$ cat config.mk
export PLATFORM = sky130hd
export DESIGN_NAME = arb_mux2
export DESIGN_NICKNAME = d
export VERILOG_FILES = /design/src/rtl/arb_mux2.sv
export SDC_FILE = /design/constraint.sdc
export NUM_CORES = 1
export LEC_CHECK = 0
export CORE_MARGIN = 5
export CORE_UTILIZATION = 38
export CTS_BUF_LIST = sky130_fd_sc_hd__clkbuf_2
export DETAILED_ROUTE_END_ITERATION = 12
export MAX_ROUTING_LAYER = met4
export PLACE_DENSITY = 0.8
export SLEW_MARGIN = 10
export SYNTH_ARGS = -nofsm -noshare
export SYNTH_HDL_FRONTEND = slang
export SYNTH_SLANG_ARGS = --single-unit
$ cat constraint.sdc
create_clock -name clk -period 2.2 [get_ports clk]
set_clock_uncertainty 0.1 [all_clocks]
set_input_delay 0.44 -clock clk [delete_from_list [all_inputs] [get_ports clk]]
set_output_delay 0.44 -clock clk [all_outputs]
set_load 0.02 [all_outputs]
$ cat src/rtl/arb_mux2.sv
// Two-input round-robin stream mux with a registered output slot and exported select.
// Define ARB_MUX2_LOCK_EN to hold the grant on one channel until its packet's last beat.
module arb_mux2 #(
    parameter int WIDTH = 8
) (
    input  logic             clk,
    input  logic             rst,
    input  logic [WIDTH-1:0] i0_data,
    input  logic             i0_valid,
    input  logic             i0_last,
    output logic             i0_ready,
    input  logic [WIDTH-1:0] i1_data,
    input  logic             i1_valid,
    input  logic             i1_last,
    output logic             i1_ready,
    output logic [WIDTH-1:0] y_data,
    output logic             y_valid,
    output logic             y_last,
    input  logic             y_ready,
    output logic             sel
);

    logic [WIDTH-1:0] y_data_q, y_data_d;
    logic             y_valid_q, y_valid_d;
    logic             y_last_q, y_last_d;
    logic             sel_q, sel_d;
    logic             prio_q, prio_d;

    logic             slot_free;
    logic             rr_vld, rr_ch;
    logic             gnt_vld, gnt_ch;
    logic             xfer, xfer_ch, xfer_last;
    logic [WIDTH-1:0] xfer_data;

`ifdef ARB_MUX2_LOCK_EN
    localparam logic [1:0] ST_IDLE  = 2'd0;
    localparam logic [1:0] ST_LOCK0 = 2'd1;
    localparam logic [1:0] ST_LOCK1 = 2'd2;

    logic [1:0] state_q, state_d;
`endif

    // The slot can take a new beat when empty or when its current beat leaves this cycle.
    assign slot_free = !y_valid_q || y_ready;

    always_comb begin
        rr_vld = 1'b0;
        rr_ch  = 1'b0;
        if (i0_valid && i1_valid) begin
            rr_vld = 1'b1;
            rr_ch  = prio_q;
        end else if (i0_valid) begin
            rr_vld = 1'b1;
            rr_ch  = 1'b0;
        end else if (i1_valid) begin
            rr_vld = 1'b1;
            rr_ch  = 1'b1;
        end
    end

`ifdef ARB_MUX2_LOCK_EN
    // A locked channel keeps the grant even while it is idle, starving the other side.
    always_comb begin
        gnt_vld = rr_vld;
        gnt_ch  = rr_ch;
        if (state_q == ST_LOCK0) begin
            gnt_vld = i0_valid;
            gnt_ch  = 1'b0;
        end else if (state_q == ST_LOCK1) begin
            gnt_vld = i1_valid;
            gnt_ch  = 1'b1;
        end
    end
`else
    assign gnt_vld = rr_vld;
    assign gnt_ch  = rr_ch;
`endif

    assign i0_ready  = gnt_vld && (gnt_ch == 1'b0) && i0_valid && slot_free;
    assign i1_ready  = gnt_vld && (gnt_ch == 1'b1) && i1_valid && slot_free;

    assign xfer      = i0_ready || i1_ready;
    assign xfer_ch   = i1_ready;
    assign xfer_data = xfer_ch ? i1_data : i0_data;
    assign xfer_last = xfer_ch ? i1_last : i0_last;

    always_comb begin
        y_data_d  = y_data_q;
        y_last_d  = y_last_q;
        sel_d     = sel_q;
        y_valid_d = y_valid_q;
        if (xfer) begin
            y_data_d  = xfer_data;
            y_last_d  = xfer_last;
            sel_d     = xfer_ch;
            y_valid_d = 1'b1;
        end else if (y_valid_q && y_ready) begin
            y_valid_d = 1'b0;
        end
    end

`ifdef ARB_MUX2_LOCK_EN
    // Turns rotate per packet, so priority only moves on a packet's closing beat.
    always_comb begin
        prio_d  = prio_q;
        state_d = state_q;
        if (xfer && xfer_last) begin
            prio_d = ~xfer_ch;
        end
        case (state_q)
            ST_IDLE: begin
                if (xfer && !xfer_last) begin
                    state_d = xfer_ch ? ST_LOCK1 : ST_LOCK0;
                end
            end
            ST_LOCK0: begin
                if (xfer && !xfer_ch && xfer_last) begin
                    state_d = ST_IDLE;
                end
            end
            ST_LOCK1: begin
                if (xfer && xfer_ch && xfer_last) begin
                    state_d = ST_IDLE;
                end
            end
            default: state_d = ST_IDLE;
        endcase
    end

    always_ff @(posedge clk or posedge rst) begin
        if (rst) begin
            state_q <= ST_IDLE;
        end else begin
            state_q <= state_d;
        end
    end
`else
    always_comb begin
        prio_d = prio_q;
        if (xfer) begin
            prio_d = ~xfer_ch;
        end
    end
`endif

    always_ff @(posedge clk or posedge rst) begin
        if (rst) begin
            y_data_q  <= '0;
            y_valid_q <= 1'b0;
            y_last_q  <= 1'b0;
            sel_q     <= 1'b0;
            prio_q    <= 1'b0;
        end else begin
            y_data_q  <= y_data_d;
            y_valid_q <= y_valid_d;
            y_last_q  <= y_last_d;
            sel_q     <= sel_d;
            prio_q    <= prio_d;
        end
    end

    assign y_data  = y_data_q;
    assign y_valid = y_valid_q;
    assign y_last  = y_last_q;
    assign sel     = sel_q;

endmodule

==> results of run 1 <==
per-layer routing:
layer | track usage (%) | up-vias | part of all wire, %
met4 | 9.79 | 0 | 2.9
met3 | 4.44 | 7 | 8.2
met2 | 23.6 | 37 | 48
met1 | 21.8 | 323 | 41
met5 | - | - | 0
li1 | - | 333 | -
cells in the final DEF (no fill, tap or decap):
cell,netlist,layout
or3_4,0,1
o21ai_0,9,9
nor2_1,2,2
nand2_1,1,1
clkinv_1,0,1
nor4_1,9,9
a31oi_1,9,9
nor2b_1,2,2
nand3_1,10,10
buf_2,0,2
dfrtp_1,12,12
a21oi_1,1,1
inv_1,3,3
nand2b_1,1,1
buf_4,0,8
a21o_1,1,1
clkdlybuf4s50_1,0,33
clkinv_2,1,1
clkbuf_2,0,3
final timing paths:
path | from | end | slack (ns) | cells past startpoint
setup / recovery | i1_valid | i0_ready | 0.06 | 6
hold reg to reg | sel | sel | 0.40 | 1
hold / removal | rst | y_last | 0.35 | 2
min in group clk | sel | sel | 0.40 | 1
max in group asynchronous | rst | prio_q | 1.31 | 2
setup reg to reg | y_valid | y_data[2] | 0.78 | 4
cell families after synthesis:
kind of cell           after synthesis  share of synthesized area (%)
AOI/OAI and AO/OA                   20                           18.3
buffers and inverters               11                           10.5
DFF                                 12                           48.3
and+or+nand+nor                     26                           22.9
report_power, final:
group | switching (mW) | leakage (nW) | internal (mW)
Combinational | 0.126 | 0.266 | 0.136
Clock | 0.0823 | 0.0140 | 0.0395
Sequential | 0.0183 | 0.137 | 0.257
Total | 0.227 | 0.418 | 0.433
area by class of cell:
cell class,instances,share of cell area [%]
Multi-Input combinational cell,46,25.7
Sequential cell,12,29.5
Inverter,4,1.60
Clock buffer,3,1.48
Timing Repair Buffer,43,39.4
Tap cell,16,1.97
Clock inverter,1,0.369
critical path, cell delays in order:
cell	delay, ns
clkdlybuf4s50_1	0.46
inv_1	0.05
or3_4	0.39
clkinv_2	0.06
nor2_1	0.04
buf_2	0.15
repair_timing:
item / 4_1_cts / 5_1_grt
endpoints found under the hold margin: 0 / 0
pin swaps: 0 / 0
gates resized for setup: 8 / 1
endpoints found under the setup margin: 2 / 1
flip-flops by register name, summed over array words and instances, names as in the netlist:
register / flops
y_last: 1
sel: 1
y_data: 8
y_valid: 1
prio_q: 1
through the flow:
| stage | hold slack, ns | total power [mW] | utilization, % |
|---|---|---|---|
| after floorplan | 0.205 | 0.406 | - |
| final | 0.353 | 0.660 | 66.7 |
| after global placement | 0.366 | 0.540 | 65.8 |
| after CTS | 0.365 | 0.665 | 66.4 |
| after detailed placement | 0.375 | 0.543 | 65.8 |
| after global routing | 0.376 | 0.706 | 66.7 |
==> run metrics, run 1 <==
status completed; Area after DPL 0.00100 mm²; Leak 0.418 nW; Req. time, crit path 1.66 ns; Tmin final 2.14 ns; fraction of registers with async set/reset 100%; Row Count 14; Cells after Synth 69; Worst Path Max Fanout 3; Iter 0 DRT Violations 25; setup TNS 0 ns; Post-synth top cells 12 x dfrtp_1, 10 x nand3_1, 9 x a31oi_1, 9 x nor4_1, 9 x o21ai_0; hold bufs inserted after CTS 0; I/O Pins 36; FILL cells 128; via count 700; Yosys warning total 0; cell taking the most area after synthesis dfrtp_1; number of global-route vias before repair 701; Pwr Density 649 mW/mm²; clock tree sinks 12; first-pass GRT wire length 3150 µm; design area 0.00102 mm²; post-CTS setup buffers 0; Post-Route WL 1910 µm; DRC 0; Max Freq 0.468 GHz; total die area 0.00255 mm²; cts bufs inserted 3; Worst EP arrival 1.60 ns; Syn Area/Cell 9.01 µm²; top-count cell post-synth dfrtp_1; Mapped Area 622 µm²; sequential element share of the synthesized area 48.3%; Final setup viols 0; syn_nets 92; worst slew pin tran 0.475 ns; Starting Density 40.8%; pre-CTS setup slack -0.366 ns; GRT Total Usage 16.9%; Final Hold Fails 0; Post-DP HPWL 1400 µm; P&R area growth vs syn 63.6%; Max-Cap Viols 0; Final Cycle Share 97.2%; post-route ant nets 0; Initial DRT Pass Iterations 4; Rel. slew slack 68.3%; Synth top area share 48.3%; gpl congestion 0.778; worst-case clock buffer depth 2; Hold Crit Class input port to async pin; clk_lat worst skew 0.27 ns; number of antenna violations at the first check in global routing 0; DR vias/cell 5.60; crit path kind input port to output port; Crit. End Element output port; EDFF count, synth 0; placed cell count 121; Clock Root Buffer clkbuf_2; share of layout cells above drive strength 1 13.8%; Core Footprint 0.00152 mm²; Die H 50.5 µm; FF+latch count, synth 12; routed len/inst 15.3 µm; Synth cell types 16; n_diodes 0; final std cells w/o fill 125; area of the multi-input gates 262 µm²; largest net degree at the start of global routing 19; RSZ-0062 raised after global routing false; Primary FF master, synth dfrtp_1; Register Area 300 µm²; nets 133; CTS tree built; GRT overflow 0; die width 50.5 µm; peak supply drop 364 µV; H-tree depth 1; dominant cells by area after synthesis dfrtp_1 48%, a31oi_1 9.1%, nor4_1 9.1%; Final WS setup 0.0616 ns; critical path launch point type input port; IO buf count 35; CTS clk-pin slew, worst paths 0.14 ns; Final Max Tran Viols 0
Note: power is estimated with default switching activity, not from simulation.
==> inputs of run 2 (changes only) <==
- CORE_MARGIN: 5 -> 2
==> run 2 against run 1 <==
Fmax rose by 0.12%. Power fell by 1.3%. Non-clock buffer count did not move. Utilization did not move. Clock power fell by 7%. Sequential power barely moved. Sequential cell count did not move. Via count fell by 1.9%. Critical path depth did not move. Cell count did not move. Critical endpoint unchanged. Largest cell class unchanged. Highest routed layer unchanged.
==> run metrics, run 2 (synthesis results as in run 1) <==
n_diodes 0 (unchanged); Area after DPL 0.00100 mm² (unchanged); cts bufs inserted 3 (unchanged); crit path kind input port to output port; Clock Root Buffer clkbuf_2; Final WS setup 0.0641 ns (+0.00259 ns); placed cell count 121 (unchanged); Pwr Total 651 µW (-1.3%); number of global-route vias before repair 634 (-9.6%); Final Hold Fails 0 (unchanged); max reg flops 8 (unchanged); GRT overflow 0 (unchanged); Final Util 66.7% (unchanged); status completed; Die H 44.5 µm (-12%); post-route ant nets 0 (unchanged); Worst Path Max Fanout 3 (unchanged); Post-Route WL 1770 µm (-7.2%); die width 44.5 µm (-12%); CTS clk-pin slew, worst paths 0.13 ns (about the same); peak supply drop 390 µV (+7.2%); Final Max Tran Viols 0 (unchanged); number of antenna violations at the first check in global routing 0 (unchanged); DRC 0 (unchanged); Starting Density 40.8% (unchanged); Max-Cap Viols 0 (unchanged); post-CTS setup buffers 0 (unchanged); critical path launch point type input port; share of layout cells above drive strength 1 13.8% (unchanged); Pwr Density 640 mW/mm² (-1.3%); Row Count 14 (unchanged); clock tree sinks 12 (unchanged); worst-case clock buffer depth 2 (unchanged); Hold Crit Class input port to async pin; first-pass GRT wire length 2770 µm (-12%); Worst EP arrival 1.60 ns (about the same); commonest non-fill, non-tap cell in the layout clkdlybuf4s50_1; P&R area growth vs syn 63.6% (unchanged); largest net degree at the start of global routing 19 (unchanged); via count 687 (-1.9%); total die area 0.00198 mm² (-22%); Register Area 300 µm² (unchanged); RSZ-0062 raised after global routing false; Initial DRT Pass Iterations 4 (unchanged); I/O Pins 36 (unchanged); Leak 0.418 nW (unchanged); routed len/inst 14.2 µm (-7.2%); Tmin final 2.14 ns (-0.00259 ns); gpl congestion 0.778 (unchanged); Iter 0 DRT Violations 15 (-40%); Req. time, crit path 1.66 ns (about the same); CTS tree built; H-tree depth 1 (unchanged); Final setup viols 0 (unchanged); design area 0.00102 mm² (unchanged); FILL cells 135 (+5.5%); Final Cycle Share 97.1% (-0.12 points); area of the multi-input gates 262 µm² (unchanged); DR vias/cell 5.50 (-1.9%); most frequent cells in the layout 33 x clkdlybuf4s50_1, 12 x dfrtp_1, 10 x nand3_1; worst slew pin tran 0.471 ns (-0.00377 ns); IO buf count 35 (unchanged); clk_lat worst skew 0.25 ns (-0.02 ns); pre-CTS setup slack -0.364 ns (+0.00193 ns); Crit. End Element output port; setup TNS 0 ns (unchanged); hold_ws 0.364 ns (+0.0117 ns); Max Freq 0.468 GHz (+0.12%); Core Footprint 0.00152 mm² (unchanged); nets 133 (unchanged); GRT Total Usage 20.2% (+3.3 points); Rel. slew slack 68.6% (+0.25 points); final std cells w/o fill 125 (unchanged); Post-DP HPWL 1290 µm (-8.2%)
-- run 2: timing repair --
item                                    CTS  global route
endpoints found under the setup margin    2             0
gates resized for setup                   9             0
hold buffers                              0             0
-- run 2: final cells by class --
cell class,count,area share (%)
clock buffer,3,1.48
clock inverter,1,0.369
inverter,4,1.60
multi-input combinational,46,25.7
sequential,12,29.5
tap,16,1.97
timing repair buffer,43,39.4
-- run 2: critical path, stage by stage --
cell and delay, ns:
clkdlybuf4s50_1 0.42, nor2b_1 0.15, or3_4 0.34, clkinv_2 0.06
nor2_1 0.04, buf_2 0.15
-- run 2: worst paths after layout --
check	from	endpoint	slack, ns	depth (start not counted)
max	i0_valid	i0_ready	0.06	6
min	rst	y_last	0.36	2
max reg2reg	y_valid	y_data[5]	0.77	4
min reg2reg	sel	sel	0.40	1
max in group asynchronous	rst	y_data[5]	1.30	2
min in group clk	sel	sel	0.40	1
-- run 2: report_power, final --
group	leakage (nW)	internal (mW)	switching, mW
Sequential	0.137	0.257	0.0186
Combinational	0.266	0.136	0.126
Clock	0.0140	0.0395	0.0736
Total	0.418	0.433	0.218
-- run 2: layer usage --
layer	global-route usage (%)	wire length [µm]	part of all wire [%]	vias to the layer above
met3	3.67	122	6.9	2
met2	30.3	885	50	28
met4	9.09	9	0.51	0
met1	26.3	757	43	318
li1	-	-	-	339
met5	-	0	0	-
